[config.mk]
export PLATFORM = sky130hd
export DESIGN_NAME = sha2_msg_schedule
export DESIGN_NICKNAME = d
export VERILOG_FILES = /design/src/rtl/sha2_msg_schedule.sv
export SDC_FILE = /design/constraint.sdc
export NUM_CORES = 1
export LEC_CHECK = 0
export CORE_ASPECT_RATIO = 1.25
export CORE_MARGIN = 5
export CORE_UTILIZATION = 54
export DETAILED_ROUTE_END_ITERATION = 6
export PLACE_DENSITY_LB_ADDON = 0.12
export SLEW_MARGIN = 20
export SYNTH_ARGS = -nofsm -noshare
export SYNTH_HDL_FRONTEND = slang
export SYNTH_SLANG_ARGS = --single-unit
[constraint.sdc]
create_clock -name clk -period 4 [get_ports clk]
set_clock_uncertainty 0.1 [all_clocks]
set_input_delay 1.2 -clock clk [delete_from_list [all_inputs] [get_ports clk]]
set_output_delay 1.2 -clock clk [all_outputs]
set_load 0.02 [all_outputs]
[src/rtl/sha2_msg_schedule.sv]
// SHA-2 message schedule: takes 16 block words and emits W_0..W_{N-1}, one per handshake.
// Build option SHA2_MSCHED_SHA512_EN enables the 64-bit SHA-512 datapath; otherwise SHA-256 only.
module sha2_msg_schedule (
    input  logic        clk,
    input  logic        rst_n,
    input  logic        mode64,
    input  logic        s_valid,
    output logic        s_ready,
    input  logic [63:0] s_data,
    output logic        m_valid,
    input  logic        m_ready,
    output logic [63:0] m_data,
    output logic [6:0]  m_round,
    output logic        m_last
);

`ifdef SHA2_MSCHED_SHA512_EN
    localparam int WW = 64;
`else
    localparam int WW = 32;
`endif

    typedef enum logic [1:0] {IDLE, LOAD, EXPAND} state_t;

    state_t        state, state_nxt;
    logic [WW-1:0] win [16];
    logic [WW-1:0] data_q;
    logic [6:0]    t, round_q, t_last;
    logic          valid_q, last_q, m;
    logic          free, accept, expand_go;
    logic [WW-1:0] word_in, sum, w_new, nxt_word;

    function automatic logic [31:0] rotr32(input logic [31:0] x, input int n);
        logic [63:0] d;
        d = {x, x} >> n;
        return d[31:0];
    endfunction

    function automatic logic [63:0] rotr64(input logic [63:0] x, input int n);
        logic [127:0] d;
        d = {x, x} >> n;
        return d[63:0];
    endfunction

    function automatic logic [63:0] sig0(input logic [63:0] x, input logic md);
        logic [31:0] lo;
        lo = rotr32(x[31:0], 7) ^ rotr32(x[31:0], 18) ^ (x[31:0] >> 3);
        if (md) return rotr64(x, 1) ^ rotr64(x, 8) ^ (x >> 7);
        return {32'd0, lo};
    endfunction

    function automatic logic [63:0] sig1(input logic [63:0] x, input logic md);
        logic [31:0] lo;
        lo = rotr32(x[31:0], 17) ^ rotr32(x[31:0], 19) ^ (x[31:0] >> 10);
        if (md) return rotr64(x, 19) ^ rotr64(x, 61) ^ (x >> 6);
        return {32'd0, lo};
    endfunction

`ifdef SHA2_MSCHED_SHA512_EN
    logic m_q;
    logic mode_in;

    assign m       = m_q;
    // The mode for W_0 comes straight from the port; later words use the latched copy.
    assign mode_in = (state == IDLE) ? mode64 : m_q;
    assign word_in = mode_in ? s_data : {32'd0, s_data[31:0]};
    assign w_new   = m ? sum : {32'd0, sum[31:0]};
    assign m_data  = data_q;

    always_ff @(posedge clk or negedge rst_n) begin
        if (!rst_n)
            m_q <= 1'b0;
        else if (accept && state == IDLE)
            m_q <= mode64;
    end
`else
    logic unused_in;

    assign m         = 1'b0;
    assign word_in   = s_data[31:0];
    assign w_new     = sum;
    assign m_data    = {32'd0, data_q};
    assign unused_in = ^{mode64, s_data[63:32]};
`endif

    assign t_last    = m ? 7'd79 : 7'd63;
    assign free      = !valid_q || m_ready;
    assign s_ready   = rst_n && (state != EXPAND) && free;
    assign accept    = s_valid && s_ready;
    assign expand_go = (state == EXPAND) && free;
    assign sum       = WW'(sig1(64'(win[14]), m)) + win[9] + WW'(sig0(64'(win[1]), m)) + win[0];
    assign nxt_word  = accept ? word_in : w_new;

    assign m_valid = valid_q;
    assign m_round = round_q;
    assign m_last  = last_q;

    always_ff @(posedge clk or negedge rst_n) begin
        if (!rst_n)
            state <= IDLE;
        else
            state <= state_nxt;
    end

    always_comb begin
        state_nxt = state;
        case (state)
            IDLE:    if (accept) state_nxt = LOAD;
            LOAD:    if (accept && t == 7'd15) state_nxt = EXPAND;
            EXPAND:  if (expand_go && t == t_last) state_nxt = IDLE;
            default: state_nxt = IDLE;
        endcase
    end

    // Window, counter and output register advance together on every loaded word.
    always_ff @(posedge clk or negedge rst_n) begin
        if (!rst_n) begin
            for (int i = 0; i < 16; i++) win[i] <= '0;
            data_q  <= '0;
            round_q <= '0;
            last_q  <= 1'b0;
            valid_q <= 1'b0;
            t       <= '0;
        end else if (accept || expand_go) begin
            for (int i = 0; i < 15; i++) win[i] <= win[i+1];
            win[15] <= nxt_word;
            data_q  <= nxt_word;
            round_q <= (state == IDLE) ? 7'd0 : t;
            last_q  <= expand_go && (t == t_last);
            valid_q <= 1'b1;
            if (state == IDLE)
                t <= 7'd1;
            else if (expand_go && t == t_last)
                t <= 7'd0;
            else
                t <= t + 7'd1;
        end else if (m_ready) begin
            valid_q <= 1'b0;
        end
    end

endmodule
==> results.toml <==
[outcome]
status = "finished, violations left"
violations = "negative setup slack"

[setup_path]
arrival_ns = 4.37
cp.required_ns = 4.37
crit_type = "register to register"
cp-end-kind = "register"
start_kind = "register"
critPathMaxFanout = 5

[clock_tree]
clock_sinks = 530
cts.clk_slew.worst_paths_ns = 0.06
clk_latency_ns = 0.59
cts_tree = "yes"
htree_num_levels = 2
cts_buffers = 52
cts_max_path_buffers = 3
cts-root-buf = "clkbuf_16"

[timing]
worstMarginPinSlew_ns = 1.01
post-route-min-period_ns = 4.00
hold_viol = 0
period_share_pct = 100
max-slew-margin-rel_pct = 32.8
setup_viol = 1
grt_setup_unrepaired = "yes"
setup_ws_ns = -0.00264
slew_violations = 0
max_clock_freq_mhz = 250

[final_layout]
final_nets = 3048
final_cell_mix = "nand2_1, dfrtp_1, buf_4"
finalNonFillerCells = 3509
final_common_cell = "nand2_1"
multiInputGateArea_mm2 = 0.0108
regArea_mm2 = 0.0133
drive_above_1_share_pct = 13.2
area_delta_synth_final_pct = 17.4
diodes = 0
fill_cells = 3873

[placement]
gp_congestion = 0.911
io_buffers = 77
dp.cells = 3388
dpl.hpwl_mm = 43.0

[grt]
use_met2_pct = 39.4
grtUsageMet3_pct = 4.12
antenna_found_initial = 0
grt_max_degree = 168
grt_use_met1_pct = 35.2
grt_pass1_vias = 18100
grt_pass1_wl_mm = 100
grt_overflow = 0
track_usage_pct = 24.9
grt-busiest-layer = "met2"

[synth]
ys_async_sr_fraction_pct = 100
synth_top_area_share_pct = 53.3
yosys_register_bits = 530
synth-main-ff-cell = "dfrtp_1"
synth.largest_area_cell = "dfrtp_1"
synth_cell_type_count = 58
yosysWarnings = 0
synthCells = 2795
synth_edf_count = 0
postSynthAreaPerCell_um2 = 8.91
synthTopCellsByArea = "dfrtp_1, nand2_1, fa_1"
seq_area_frac_synth_pct = 53.3
synth_area_mm2 = 0.0249

[pwr]
p_leak_nw = 15.1
finalPower_w = 0.0294
pwr_density_cell_mw_per_mm2 = 1010
ir_drop_mv = 0.886

[floorplanning]
die_area_mm2 = 0.0505
start_util_pct = 54.2
die_h_um = 250
num_rows = 88
ioPinCount = 143
die_w_um = 202
fp.coreArea_mm2 = 0.0459

[detailed_routing]
antenna_left = 0
via_count = 18000
drc = 0
drt_iter0_markers = 1301
routed_wl_mm = 62.3
firstDrtPassIters = 5
wl_per_cell_um = 17.8
via_per_inst = 5.13

[flow_run]
max_cap_viol_count = 0

[min_path]
hp-class = "register to register"
[Yosys cell counts (6+ instances only)]
| master | instances |
|---|---|
| ha_1 | 32 |
| nand4_1 | 8 |
| xor2_1 | 57 |
| nand2b_1 | 6 |
| buf_1 | 13 |
| a21o_1 | 15 |
| o21ai_1 | 13 |
| buf_4 | 66 |
| a22o_1 | 11 |
| nor2_1 | 34 |
| nand3_1 | 10 |
| clkbuf_1 | 85 |
| o21bai_1 | 6 |
| dfrtp_1 | 530 |
| nand2_1 | 1311 |
| inv_1 | 125 |
| buf_2 | 75 |
| a22oi_1 | 10 |
| o21ai_0 | 114 |
| xnor2_1 | 90 |
| and3_1 | 10 |
| nor3_1 | 6 |
| fa_1 | 62 |
| a21oi_1 | 50 |
[metal layers]
layer,vias to the layer above,wire length (um)
met4,0,2780
met2,365,28800
li1,8648,-
met5,-,0
met3,114,2710
met1,8872,28000
[area by class of cell]
class                      instances  share of cell area, %
sequential                       530                   45.5
tap                              585                   2.50
multi-input combinational       1932                   36.9
clock buffer                      77                   5.26
inverter                         125                   1.61
timing repair buffer             244                   7.72
clock inverter                    16                  0.552
[registers in the layout, summed over array words and instances (netlist names)]
signal	count
data_q	32
m_last	1
m_round	7
m_valid	1
state	2
t	7
win	480
[through the flow]
stage | worst slack (ns) | instance area [um2] | TNS [ns] | util [%] | hold slack (ns)
6_report | -0.00264 | 29200 | -0.00264 | 63.6 | 0.355
5_1_grt | -0.166 | 29200 | -1.35 | 63.6 | 0.377
4_1_cts | 0.0000671 | 28600 | 0 | 62.3 | 0.362
3_5_place_dp | -0.149 | 26500 | -1.09 | 57.7 | 0.348
3_3_place_gp | -0.149 | 26500 | -0.984 | 57.7 | 0.347
2_1_floorplan | 0.209 | 25000 | 0 | - | 0.339
[worst max-delay path, cell delays in order, from the launching register on]
cell and delay (ns):
dfrtp_2 0.46, xor2_1 0.17, xnor2_1 0.26, buf_4 0.20
fa_1 0.44, fa_1 0.57, inv_2 0.05, ha_4 0.28
buf_6 0.11, nand4_4 0.09, or3_4 0.36, o21ai_4 0.26
a21oi_4 0.12, o211ai_2 0.20, xnor2_2 0.14, o21ai_1 0.07
[worst paths after layout]
check	from	endpoint	slack, ns	depth (start not counted)
worst min-delay path	win[274]$_DFFE_PN0P_	win[306]$_DFFE_PN0P_	0.36	2
min in group asynchronous	rst_n	win[306]$_DFFE_PN0P_	0.68	2
max in group asynchronous	rst_n	win[51]$_DFFE_PN0P_	1.66	3
worst min register to register	win[274]$_DFFE_PN0P_	win[306]$_DFFE_PN0P_	0.36	2
worst max-delay path	win[52]$_DFFE_PN0P_	data_q[30]$_DFFE_PN0P_	-0.003	15
worst max register to register	win[52]$_DFFE_PN0P_	data_q[30]$_DFFE_PN0P_	-0.003	15
[where the power goes]
group	switching (W)	internal (W)	leakage (nW)
sequential	0.000990	0.00666	7.00
clock	0.00207	0.00279	0.824
combinational	0.00916	0.00774	7.31
total	0.0122	0.0172	15.1
[timing repair]
| action | CTS | global route |
|---|---|---|
| endpoints found under the setup margin | 16 | 27 |
| buffers inserted | 12 | 16 |
| hold buffers | 0 | 0 |
| hold endpoints to repair | 0 | 0 |
| gates resized for setup | 60 | 97 |
| pin swaps | 54 | 95 |
| gates cloned | 0 | 0 |
[cell families after synthesis]
group / synth area share (%)
muxes: 0.121
and+or+nand+nor: 21.8
DFF: 53.3
buffers and inverters: 6.86
AOI/OAI and AO/OA: 6.17
xor gates and xnor gates: 5.17
other: 0.0151
adders and majority gates: 6.60
Note: power is estimated with default switching activity, not from simulation.
